File: src/rtl/lamp_fpu_round_pack_pkg.sv
// lamp_fpu_round_pack_pkg
//   Shared definitions for the bfloat16 round/pack stage: rounding-mode
//   enum, sticky flag bit positions, BF16 special encodings and the
//   rounding-increment / overflow-target helper functions.
package lamp_fpu_round_pack_pkg;

    localparam int LAMP_FLOAT_E_DW = 8;
    localparam int LAMP_FLOAT_F_DW = 7;
    localparam int LAMP_FLAGS_DW   = 5;

    typedef enum logic [2:0] {
        RNE = 3'd0,
        RTZ = 3'd1,
        RDN = 3'd2,
        RUP = 3'd3,
        RMM = 3'd4
    } rnd_mode_e;

    // Flag vector layout {NV,DZ,OF,UF,NX}
    localparam int FLAG_NX = 0;
    localparam int FLAG_UF = 1;
    localparam int FLAG_OF = 2;
    localparam int FLAG_DZ = 3;
    localparam int FLAG_NV = 4;

    // {exponent, fraction} of BF16 infinity and largest finite magnitude
    localparam logic [14:0] INF_E_F  = {8'hFF, 7'h00};
    localparam logic [14:0] MAXF_E_F = {8'hFE, 7'h7F};

    // Round-up decision; unused mode encodings fall back to RNE.
    function automatic logic FUNC_round_inc(
        input logic       s,
        input logic       lsb,
        input logic       g,
        input logic       rs,
        input logic [2:0] mode
    );
        logic inc;
        case (mode)
            RTZ:     inc = 1'b0;
            RDN:     inc = s & (g | rs);
            RUP:     inc = ~s & (g | rs);
            RMM:     inc = g;
            default: inc = g & (rs | lsb);
        endcase
        return inc;
    endfunction

    // On overflow: 1 => saturate to infinity, 0 => clamp to max finite.
    function automatic logic FUNC_ovf_to_inf(
        input logic       s,
        input logic [2:0] mode
    );
        logic to_inf;
        case (mode)
            RTZ:     to_inf = 1'b0;
            RDN:     to_inf = s;
            RUP:     to_inf = ~s;
            default: to_inf = 1'b1;
        endcase
        return to_inf;
    endfunction

endpackage

File: src/rtl/lamp_fpu_rnd_inc.sv
// lamp_fpu_rnd_inc
//   Combinational rounding-increment decision.
//   Ports:
//     s_i        sign of the value being rounded
//     lsb_i      least significant kept fraction bit
//     g_i        guard bit
//     rs_i       round | sticky
//     rnd_mode_i rounding mode (rnd_mode_e encoding)
//     inc_o      1 => add one ulp to the kept fraction
module lamp_fpu_rnd_inc
    import lamp_fpu_round_pack_pkg::*;
(
    input  logic       s_i,
    input  logic       lsb_i,
    input  logic       g_i,
    input  logic       rs_i,
    input  logic [2:0] rnd_mode_i,
    output logic       inc_o
);

    assign inc_o = FUNC_round_inc(s_i, lsb_i, g_i, rs_i, rnd_mode_i);

endmodule

File: src/rtl/lamp_fpu_round_pack.sv
// lamp_fpu_round_pack
//   Rounds a post-normalised {s, e, f+GRS} value, packs it into bfloat16,
//   holds it in a valid/ready output register and accumulates sticky flags.
//   Ports:
//     clk, rst_n            clock, asynchronous active-low reset
//     valid_i / ready_o     upstream handshake (ready_o = !valid_o | ready_i)
//     s_i, e_i, f_i         sign, biased exponent, {ovf,hidden,frac,G,R,S}
//     isToRound_i           0 => value already encoded, pass through
//     isOverflow_i          upstream overflow
//     isUnderflow_i         upstream underflow
//     isInvalid_i           upstream invalid operation
//     rnd_mode_i            rounding mode
//     valid_o / ready_i     downstream handshake
//     res_o, flags_o        packed result and its flags
//     fflags_o              sticky flags; fflags_clr_i clears them
module lamp_fpu_round_pack
    import lamp_fpu_round_pack_pkg::*;
#(
    parameter int E_DW     = LAMP_FLOAT_E_DW,
    parameter int F_DW     = LAMP_FLOAT_F_DW,
    parameter int FLAGS_DW = LAMP_FLAGS_DW
) (
    input  logic                   clk,
    input  logic                   rst_n,
    input  logic                   valid_i,
    output logic                   ready_o,
    input  logic                   s_i,
    input  logic [E_DW-1:0]        e_i,
    input  logic [F_DW+4:0]        f_i,
    input  logic                   isToRound_i,
    input  logic                   isOverflow_i,
    input  logic                   isUnderflow_i,
    input  logic                   isInvalid_i,
    input  logic [2:0]             rnd_mode_i,
    output logic                   valid_o,
    input  logic                   ready_i,
    output logic [E_DW+F_DW:0]     res_o,
    output logic [FLAGS_DW-1:0]    flags_o,
    output logic [FLAGS_DW-1:0]    fflags_o,
    input  logic                   fflags_clr_i
);

    localparam int EF_DW = E_DW + F_DW;

    logic                 inc;
    logic                 g_bit;
    logic                 rs_bit;
    logic                 nx_raw;
    logic                 ovf;
    logic [EF_DW-1:0]     ef_r;
    logic [E_DW-1:0]      e_r;
    logic [EF_DW:0]       new_res;
    logic [FLAGS_DW-1:0]  new_flags;
    logic                 accept;

    logic                 valid_d,  valid_q;
    logic [EF_DW:0]       res_d,    res_q;
    logic [FLAGS_DW-1:0]  flags_d,  flags_q;
    logic [FLAGS_DW-1:0]  fflags_d, fflags_q;

    assign g_bit  = f_i[2];
    assign rs_bit = f_i[1] | f_i[0];
    assign nx_raw = g_bit | rs_bit;

    lamp_fpu_rnd_inc u_rnd_inc (
        .s_i        (s_i),
        .lsb_i      (f_i[3]),
        .g_i        (g_bit),
        .rs_i       (rs_bit),
        .rnd_mode_i (rnd_mode_i),
        .inc_o      (inc)
    );

    // A single add over {e, frac}: a fraction carry ripples into the exponent,
    // which also covers the denormal -> smallest normal transition.
    assign ef_r = {e_i, f_i[F_DW+2:3]} + EF_DW'(inc);
    assign e_r  = ef_r[EF_DW-1:F_DW];
    assign ovf  = isOverflow_i | (e_r == {E_DW{1'b1}});

    always_comb begin
        new_res   = '0;
        new_flags = '0;
        if (!isToRound_i) begin
            new_res            = {s_i, e_i, f_i[F_DW+2:3]};
            new_flags[FLAG_NV] = isInvalid_i;
        end else if ((e_i == '0) && (f_i == '0)) begin
            new_res = {s_i, {EF_DW{1'b0}}};
        end else begin
            if (ovf) begin
                if (FUNC_ovf_to_inf(s_i, rnd_mode_i))
                    new_res = {s_i, {E_DW{1'b1}}, {F_DW{1'b0}}};
                else
                    new_res = {s_i, {(E_DW-1){1'b1}}, 1'b0, {F_DW{1'b1}}};
                new_flags[FLAG_OF] = 1'b1;
                new_flags[FLAG_NX] = 1'b1;
            end else begin
                new_res            = {s_i, ef_r};
                new_flags[FLAG_NX] = nx_raw;
            end
            new_flags[FLAG_UF] = isUnderflow_i | ((e_r == '0) & nx_raw);
            new_flags[FLAG_NV] = isInvalid_i;
        end
    end

    assign ready_o = ~valid_q | ready_i;
    assign accept  = valid_i & ready_o;

    always_comb begin
        valid_d  = valid_q;
        res_d    = res_q;
        flags_d  = flags_q;
        fflags_d = fflags_q;
        if (accept) begin
            valid_d = 1'b1;
            res_d   = new_res;
            flags_d = new_flags;
        end else if (ready_i) begin
            valid_d = 1'b0;
        end
        // Clear takes effect before the OR, so a same-cycle accept survives.
        if (fflags_clr_i)
            fflags_d = '0;
        if (accept)
            fflags_d = fflags_d | new_flags;
    end

    always_ff @(posedge clk or negedge rst_n) begin
        if (!rst_n) begin
            valid_q  <= 1'b0;
            res_q    <= '0;
            flags_q  <= '0;
            fflags_q <= '0;
        end else begin
            valid_q  <= valid_d;
            res_q    <= res_d;
            flags_q  <= flags_d;
            fflags_q <= fflags_d;
        end
    end

    assign valid_o  = valid_q;
    assign res_o    = res_q;
    assign flags_o  = flags_q;
    assign fflags_o = fflags_q;

endmodule

File: config.mk
export PLATFORM = sky130hd
export DESIGN_NAME = lamp_fpu_round_pack
export DESIGN_NICKNAME = d
export VERILOG_FILES = /design/src/rtl/lamp_fpu_round_pack_pkg.sv /design/src/rtl/lamp_fpu_rnd_inc.sv /design/src/rtl/lamp_fpu_round_pack.sv
export SDC_FILE = /design/constraint.sdc
export NUM_CORES = 1
export LEC_CHECK = 0
export ABC_AREA = 0
export BUFFER_PORTS_ARGS = -buffer_cell sky130_fd_sc_hd__buf_2
export CORE_MARGIN = 2
export CORE_UTILIZATION = 45
export DETAILED_ROUTE_END_ITERATION = 7
export PLACE_DENSITY = 0.83
export SETUP_SLACK_MARGIN = 0.1
export SKIP_CTS_REPAIR_TIMING = 1
export SYNTH_ARGS = -nofsm -noshare
export SYNTH_HDL_FRONTEND = slang
export SYNTH_SLANG_ARGS = --single-unit
File: constraint.sdc
create_clock -name clk -period 3.61 [get_ports clk]
set_input_delay 0.361 -clock clk [delete_from_list [all_inputs] [get_ports clk]]
set_output_delay 0.361 -clock clk [all_outputs]
set_load 0.03 [all_outputs]
==> results of run 1 <==
-- power by group through the flow --
stage          Sequential, W  Combinational [W]  Clock [W]
3_3_place_gp        0.000339           0.000278          0
3_5_place_dp        0.000341           0.000281          0
6_report            0.000335           0.000282   0.000167
2_1_floorplan       0.000415           0.000120          0
5_1_grt             0.000341           0.000307   0.000181
4_1_cts             0.000335           0.000282   0.000168
-- synth_stat cells, drive strengths merged (5+ instances only) --
| master | instances |
|---|---|
| dfrtp | 25 |
| nor2 | 24 |
| nand2 | 21 |
| o21ai | 21 |
| a21oi | 14 |
| buf | 11 |
| and3 | 9 |
| inv | 8 |
| o31ai | 8 |
| nand3 | 7 |
| xnor2 | 7 |
| nor3 | 6 |
| nor4 | 6 |
| xor2 | 5 |
-- path summary, 6_finish.rpt --
| check | end | slack (ns) | cells past startpoint |
|---|---|---|---|
| setup / recovery | res_o[2] | 0.44 | 13 |
| hold / removal | res_o[1] | 0.07 | 1 |
| setup reg to reg | res_o[5] | 1.82 | 5 |
| hold reg to reg | flags_o[0] | 0.48 | 2 |
| max in group asynchronous | res_o[11] | 3.18 | 1 |
| min in group clk | valid_o | 0.30 | 2 |
-- kinds of logic after synthesis --
| family | share of synthesized area (%) |
|---|---|
| AND/OR/NAND/NOR | 26.0 |
| AO/OA/AOI/OAI | 25.8 |
| flip-flops | 32.3 |
| buffers and inverters | 7.95 |
| XOR/XNOR | 5.81 |
| adder cells (fa/ha/maj) | 1.29 |
| other | 0.194 |
| multiplexers | 0.581 |
-- layer usage --
metal  vias up  wire [um]  share of wire [%]
li1        933          -                  -
met1       916       2250                 44
met2        85       2330                 46
met3        17        380                7.5
met4         0        119                2.3
met5         -          0                  0
-- layout make-up --
cell class | count | area share (%)
timing repair buffer | 60 | 13.7
clock inverter | 1 | 0.336
inverter | 8 | 1.34
sequential | 25 | 28.0
clock buffer | 3 | 1.85
tap | 50 | 2.80
multi-input combinational | 180 | 52.0
-- flip-flops by register name, indices dropped and copies added, names as in the netlist --
| name | flops |
|---|---|
| flags_o | 4 |
| valid_o | 1 |
| fflags_o | 4 |
| res_o | 16 |
-- stage by stage --
step | utilization, % | instance area, um2 | hold WS [ns] | setup slack (ns) | power (W)
after floorplan | - | 1940 | 0.0654 | 0.694 | 0.000535
after global placement | 53.8 | 2180 | 0.367 | 0.262 | 0.000617
after detailed placement | 53.8 | 2180 | 0.375 | 0.204 | 0.000622
after CTS | 55.0 | 2230 | 0.0861 | 0.483 | 0.000785
after global routing | 55.0 | 2230 | 0.103 | 0.273 | 0.000828
final | 55.0 | 2230 | 0.0698 | 0.442 | 0.000784
-- worst max-delay path, stage by stage --
cell and delay (ns):
buf_2 0.12, nor2_1 0.13, xor2_1 0.10, or2_2 0.29, a222oi_1 0.33, ha_1 0.32, ha_1 0.30, nand3_2 0.21
o31a_2 0.34, o221ai_2 0.28, o21a_4 0.20, o21ai_4 0.10, o31ai_1 0.24
-- placed cells by master, fill, tap and decap left out, types with 7 or more instances in the layout --
cell / instances
buf_2: 58
dfrtp_1: 25
nor2_1: 24
nand2_1: 21
o21ai_0: 14
a21oi_1: 14
inv_1: 8
o31ai_1: 7
and3_1: 7
==> flow_summary.json, run 1 <==
{
  "outcome": "completed",
  "clock_latency_ns": 0.27,
  "rows": 23,
  "crit_start": "rnd_mode_i[0]",
  "worstPathArrival_ns": 3.34,
  "slew-limit-headroom_pct": 39.2,
  "setup_viol": 0,
  "fmax_ghz": 0.316,
  "num-nets-final": 313,
  "critPathRequiredTime_ns": 3.78,
  "cts_tree": "yes",
  "synthCells": 227,
  "powerDensity_nw_per_um2": 351,
  "drc": 0,
  "clock_sinks": 25,
  "ys_ff_latch": 25,
  "switchingPower_w": 0.000301,
  "antennaDiodeCount": 0,
  "overflow": 0,
  "regArea_um2": 626,
  "p_seq_share_pct": 42.7,
  "ir_drop_v": 0.000175,
  "comb_power_share_pct": 36.0,
  "netlist.area_leader.share_pct": 32.3,
  "cts_htree_levels": 1,
  "vias": 1951,
  "coreArea_um2": 4060,
  "holdCritPathClass": "in -> async",
  "clk_path_buf_depth": 2,
  "dr.pass1.iters": 6,
  "grt_pass1_vias": 1852,
  "drv_cap": 0,
  "drive_gt1_share_pct": 29.6,
  "start_util_pct": 47.7,
  "cp-end-kind": "flop",
  "fp.dieH_um": 69.6,
  "port_buffers": 58,
  "netlist_top_cells_area": "dfrtp_1, nor2_1, buf_6, nand2_1, a21oi_1",
  "yosysUniqueCellTypes": 61,
  "place_congestion": 0.945,
  "track_usage_pct": 21.5,
  "worstMarginPinSlew_ns": 0.909,
  "die-area_um2": 4840,
  "synth-edff-count": 0,
  "cts-root-buf": "clkbuf_8",
  "drt_iter0_drc": 145,
  "dp_cells": 323,
  "grt_setup_unrepaired": "no",
  "synth_top_area_cell": "dfrtp_1",
  "wire_per_inst_um": 15.5,
  "ant_nets": 0,
  "via_per_inst": 5.97,
  "power_switching_share_pct": 38.4,
  "area_delta_synth_final_pct": 15.3,
  "start_kind": "input port",
  "p_leak_nw": 0.986,
  "met2_usage_pct": 32.9,
  "final_cells": 327,
  "syn_avg_cell_area_um2": 8.53,
  "r2r-start": "valid_o",
  "grt_first_pass_wirelength_um": 8700,
  "place_hpwl_um": 3930,
  "antenna_found_initial": 0,
  "finalCritPeriodShare_pct": 87.8,
  "async_flop_share_pct": 100,
  "finalMaxSlewViolations": 0,
  "yosysWarnings": 0,
  "syn-cell-area_um2": 1940,
  "hold_viol": 0,
  "die_w_um": 69.6,
  "synth_ff_type": "dfrtp_1",
  "cts_made_buffers": 3,
  "seq_area_frac_synth_pct": 32.3,
  "busiest_layer": "met2",
  "critPathKind": "in -> reg",
  "p_int_w": 0.000483,
  "n_fill_cell": 380,
  "clkTransAtPathRegs_ns": 0.08,
  "finalCriticalPeriod_ns": 3.17,
  "grt_max_degree": 31,
  "setup_tns_ns": 0,
  "grt.met1_usage_pct": 30.9,
  "clock_power_share_pct": 21.3,
  "drt-total-wl_um": 5080,
  "io_pins": 61,
  "finClkSkew_ns": 0.00393,
  "critPathMaxFanout": 7,
  "multi_input_comb_area_um2": 1160,
  "use_met3_pct": 2.91
}
No activity file was read; power rests on OpenSTA's default activity.
==> run 2: changes to the inputs <==
--- a/config.mk
+++ b/config.mk
@@ -10,7 +10,7 @@
 export CORE_MARGIN = 2
 export CORE_UTILIZATION = 45
 export DETAILED_ROUTE_END_ITERATION = 7
-export PLACE_DENSITY = 0.83
+export PLACE_DENSITY_LB_ADDON = 0.1
 export SETUP_SLACK_MARGIN = 0.1
 export SKIP_CTS_REPAIR_TIMING = 1
 export SYNTH_ARGS = -nofsm -noshare
==> constraint.sdc (replaced) <==
create_clock -name clk -period 3.4 [get_ports clk]
set_input_delay 0.34 -clock clk [delete_from_list [all_inputs] [get_ports clk]]
set_output_delay 0.34 -clock clk [all_outputs]
set_load 0.03 [all_outputs]
==> run 2 against run 1 <==
  * Clock skew fell by 0.0024 ns
  * Sequential share of layout area barely moved
  * Global-route usage fell by 0.22 points
  * Hold slack got worse by 0.020 ns
==> flow_summary.json, run 2 (same netlist as run 1, synthesis figures left out) <==
{
  "io_pins": 61,
  "drv_cap": 0,
  "setup_tns_ns": 0,
  "overflow": 0,
  "num-nets-final": 314,
  "clock_power_share_pct": 20.4,
  "cts-root-buf": "clkbuf_8",
  "p_leak_nw": 0.993,
  "slew-limit-headroom_pct": 35.3,
  "place_congestion": 0.830,
  "layout_common_cells": "buf_2, dfrtp_1, nor2_1",
  "largest_register_ffs": 16,
  "top_layer": "met4",
  "holdCritPathClass": "in -> async",
  "cts_tree": "yes",
  "cp-end-kind": "flop",
  "cp_cell_sequence": "buf_2, nor2_1, xor2_1, or2_2, a222oi_1, ha_1, ha_1, nand2_1, o31a_1, o32a_2, o21a_4, o21ai_4, o31ai_1",
  "fin_ws_ns": 0.275,
  "worstPathArrival_ns": 3.23,
  "critPathMaxFanout": 7,
  "p_int_w": 0.000514,
  "cts_made_buffers": 3,
  "dr.pass1.iters": 5,
  "clock_sinks": 25,
  "cts_htree_levels": 1,
  "slowest_stage": "o32a_2",
  "cpPeakStageDelay_ns": 0.36,
  "power_switching_share_pct": 37.7,
  "finalMaxSlewViolations": 0,
  "wire_per_inst_um": 15.6,
  "grt_first_pass_wirelength_um": 8440,
  "critPathKind": "in -> reg",
  "rows": 23,
  "critPathRequiredTime_ns": 3.51,
  "path_common_cell": "ha_1",
  "finalCritPeriodShare_pct": 91.9,
  "switchingPower_w": 0.000310,
  "ant_nets": 0,
  "drc": 0,
  "clk_path_buf_depth": 2,
  "via_per_inst": 5.77,
  "grt_pass1_vias": 1687,
  "place_ws_ns": 0.0335,
  "finalPower_w": 0.000824,
  "start_kind": "input port",
  "area_delta_synth_final_pct": 15.5,
  "setup_viol": 0,
  "clock_latency_ns": 0.26,
  "track_usage_pct": 21.3,
  "fmax_ghz": 0.320,
  "antenna_found_initial": 0,
  "place_hpwl_um": 3980,
  "die_w_um": 69.6,
  "die-area_um2": 4840,
  "antennaDiodeCount": 0,
  "wl_met2_um": 2210,
  "wl_met1_um": 2570,
  "drive_gt1_share_pct": 29.5,
  "drt_iter0_drc": 149,
  "hold_slack_ns": 0.0496,
  "finClkSkew_ns": 0.00157,
  "hold_viol": 0,
  "fp.dieH_um": 69.6,
  "port_buffers": 58,
  "p_seq_share_pct": 43.1,
  "crit_start": "rnd_mode_i[0]",
  "fin_util_pct": 55.1,
  "comb_power_share_pct": 36.4,
  "start_util_pct": 47.7,
  "drt-total-wl_um": 5130,
  "clkTransAtPathRegs_ns": 0.08,
  "outcome": "completed",
  "ir_drop_v": 0.000150,
  "r2r-start": "valid_o",
  "grt_setup_unrepaired": "no",
  "wl_met3_um": 236,
  "vias": 1893,
  "worstMarginPinSlew_ns": 0.967,
  "final_common_cell": "buf_2",
  "powerDensity_nw_per_um2": 369,
  "finalCriticalPeriod_ns": 3.13,
  "coreArea_um2": 4060,
  "grt_max_degree": 31
}
[run 2: cell types whose count changed in the layout (fill, tap and decap cells not counted)]
cell / change
buf_4: +1
clkbuf_1: +1
clkinvlp_4: -1
[run 2: worst max-delay path, delay by kind of cell]
family | cells | cell delay (ns)
AO/OA/AOI/OAI | 6 | 1.58
XOR/XNOR | 1 | 0.10
adder cells (fa/ha/maj) | 2 | 0.59
buffers and inverters | 1 | 0.12
AND/OR/NAND/NOR | 3 | 0.51
[run 2: power by group through the flow]
stage / logic, W / registers, W / clock network, W
3_5_place_dp: 0.000300 / 0.000362 / 0
3_3_place_gp: 0.000299 / 0.000361 / 0
6_report: 0.000300 / 0.000356 / 0.000169
4_1_cts: 0.000301 / 0.000357 / 0.000172
2_1_floorplan: 0.000128 / 0.000441 / 0
5_1_grt: 0.000325 / 0.000362 / 0.000192
[run 2: final timing paths]
check | depth (start not counted) | end | slack [ns]
setup / recovery | 13 | res_o[6] | 0.27
hold / removal | 1 | valid_o | 0.05
setup reg to reg | 5 | res_o[5] | 1.58
hold reg to reg | 2 | flags_o[4] | 0.48
max in group asynchronous | 1 | fflags_o[4] | 2.99
min in group clk | 2 | valid_o | 0.29
[run 2: metal layers]
metal,vias up,global-route usage (%)
met2,65,29.3
met4,0,9.59
met3,8,1.60
met5,-,0
met1,881,33.5
li1,939,-
[run 2: cell type report]
type	count	area (um2)
Fill cell	406	1820
Multi-Input combinational cell	180	1160
Sequential cell	25	626
Timing Repair Buffer	61	313
Tap cell	50	62.6
Clock buffer	4	45.0
Inverter	8	30.0
[run 2: per-stage QoR]
step           cell area (um2)  cells
2_1_floorplan             1940    228
3_3_place_gp              2190    324
3_5_place_dp              2190    324
4_1_cts                   2240    328
5_1_grt                   2240    328
6_report                  2240    328
==> run 3: changes to the inputs <==
--- a/config.mk
+++ b/config.mk
@@ -7,8 +7,10 @@
 export LEC_CHECK = 0
 export ABC_AREA = 0
 export BUFFER_PORTS_ARGS = -buffer_cell sky130_fd_sc_hd__buf_2
+export CELL_PAD_IN_SITES_DETAIL_PLACEMENT = 1
+export CELL_PAD_IN_SITES_GLOBAL_PLACEMENT = 2
 export CORE_MARGIN = 2
-export CORE_UTILIZATION = 45
+export CORE_UTILIZATION = 29
 export DETAILED_ROUTE_END_ITERATION = 7
 export PLACE_DENSITY_LB_ADDON = 0.1
 export SETUP_SLACK_MARGIN = 0.1
==> run 3 against run 2 <==
  * Worst setup slack improved by 0.080 ns
  * Power grew 2.7%
  * Sequential cell count is the same
  * Sequential share of layout area is 0.76 points lower
  * Clock power is 8% higher
  * Design area is 2.8% higher
  * Routed wire length up 20%
  * Count of clock-buffer cells in the layout shrank 1
  * Largest cell class unchanged
==> flow_summary.json, run 3 (same netlist as run 1, synthesis figures left out) <==
{
  "outcome": "completed",
  "via_per_inst": 5.36,
  "dpl_cell_area_um2": 2250,
  "antennaDiodeCount": 0,
  "cts-root-buf": "clkbuf_8",
  "ir_drop_v": 0.0000778,
  "critPathKind": "in -> reg",
  "fp.dieH_um": 85.7,
  "place_ws_ns": 0.0460,
  "crit_start": "rnd_mode_i[0]",
  "coreArea_um2": 6420,
  "start_kind": "input port",
  "r2r_cells": 6,
  "cts_htree_levels": 1,
  "clock_power_share_pct": 21.6,
  "fin_ws_ns": 0.355,
  "largest_register_ffs": 16,
  "die_w_um": 85.7,
  "clk_path_buf_depth": 2,
  "fmax_ghz": 0.328,
  "clock_latency_ns": 0.27,
  "grt_pass1_vias": 1874,
  "cpPeakStageDelay_ns": 0.33,
  "slew-limit-headroom_pct": 62.2,
  "cp.depth": 13,
  "setup_viol": 0,
  "grt_max_degree": 26,
  "finalCriticalPeriod_ns": 3.04,
  "layout_common_cells": "buf_2, dfrtp_1, nor2_1",
  "drive_gt1_share_pct": 31.0,
  "vias": 1919,
  "wire_per_inst_um": 17.2,
  "io_pins": 61,
  "comb_power_share_pct": 36.3,
  "worstPathArrival_ns": 3.22,
  "ant_nets": 0,
  "p_int_w": 0.000515,
  "dr.pass1.iters": 6,
  "place_hpwl_um": 4840,
  "finClkSkew_ns": 0.00991,
  "powerDensity_nw_per_um2": 368,
  "p_seq_share_pct": 42.1,
  "finalMaxSlewViolations": 0,
  "cts_tree": "yes",
  "holdCritPathClass": "in -> async",
  "regToRegSetupSlack_ns": 1.72,
  "worstSetupEndpoint": "res_o[2]",
  "cp-end-kind": "flop",
  "finalCritPeriodShare_pct": 89.5,
  "drc": 0,
  "clkTransAtPathRegs_ns": 0.10,
  "drt-total-wl_um": 6150,
  "clock_sinks": 25,
  "cp_cell_sequence": "buf_2, nor2_1, xor2_1, or2_2, a222oi_1, ha_2, ha_1, nand3_2, o31a_2, o221ai_2, o21a_4, o21ai_4, o31ai_1",
  "worstReg2RegEnd": "res_o[5]",
  "grt_setup_unrepaired": "no",
  "cts_made_buffers": 3,
  "fin_area_um2": 2300,
  "drv_cap": 0,
  "r2r-start": "valid_o",
  "cp_top_family": "compound AO/OA/AOI/OAI gates",
  "setup_tns_ns": 0,
  "critPathMaxFanout": 7,
  "rows": 29,
  "switchingPower_w": 0.000331,
  "fin_util_pct": 35.8,
  "start_util_pct": 30.2,
  "grt_first_pass_wirelength_um": 10300,
  "slowest_stage": "o31a_2",
  "critPathRequiredTime_ns": 3.58,
  "place_congestion": 0.794,
  "track_usage_pct": 17.8,
  "final_common_cell": "buf_2",
  "hold_viol": 0,
  "area_delta_synth_final_pct": 18.7,
  "critPathBufInv": 1,
  "overflow": 0,
  "port_buffers": 58,
  "num-nets-final": 317,
  "die-area_um2": 7350,
  "worstMarginPinSlew_ns": 0.567,
  "p_leak_nw": 1.00,
  "antenna_found_initial": 0,
  "drt_iter0_drc": 81,
  "power_switching_share_pct": 39.1
}
==> run 3: metrics by stage <==
step | power (W) | hold slack [ns] | std cells
final | 0.000847 | 0.0516 | 358
after global routing | 0.000903 | 0.0893 | 358
after CTS | 0.000859 | 0.0648 | 358
after detailed placement | 0.000672 | 0.374 | 354
after global placement | 0.000670 | 0.367 | 354
after floorplan | 0.000568 | 0.0444 | 228
==> run 3: layer usage <==
| metal | track usage, % | up-vias | wire length, um |
|---|---|---|---|
| met4 | 4.33 | 0 | 59 |
| li1 | - | 943 | - |
| met1 | 27.4 | 921 | 3200 |
| met2 | 26.9 | 51 | 2680 |
| met3 | 1.25 | 4 | 213 |
| met5 | 0 | - | 0 |
==> run 3: area by class of cell <==
type                            count  area (um2)
Fill cell                         788        4120
Multi-Input combinational cell    180        1160
Sequential cell                    25         626
Timing Repair Buffer               64         335
Tap cell                           77        96.3
Clock buffer                        3        41.3
Inverter                            8        30.0
Clock inverter                      1        7.51
==> run 3: how the worst min path moves through the flow <==
stage,from,endpoint,cells after the start
3_3_place_gp,rst_n,valid_o,1
3_5_place_dp,rst_n,valid_o,1
2_1_floorplan,rst_n,fflags_o[0],0
6_report,rst_n,flags_o[0],1
4_1_cts,rst_n,flags_o[2],1
5_1_grt,rst_n,res_o[7],1
==> run 3: power by group through the flow <==
| stage | sequential (W) | clock [W] | combinational [W] |
|---|---|---|---|
| global route | 0.000361 | 0.000207 | 0.000335 |
| floorplan | 0.000441 | 0 | 0.000128 |
| global placement | 0.000361 | 0 | 0.000308 |
| finish | 0.000356 | 0.000183 | 0.000307 |
| detailed placement | 0.000362 | 0 | 0.000309 |
| CTS | 0.000357 | 0.000192 | 0.000310 |
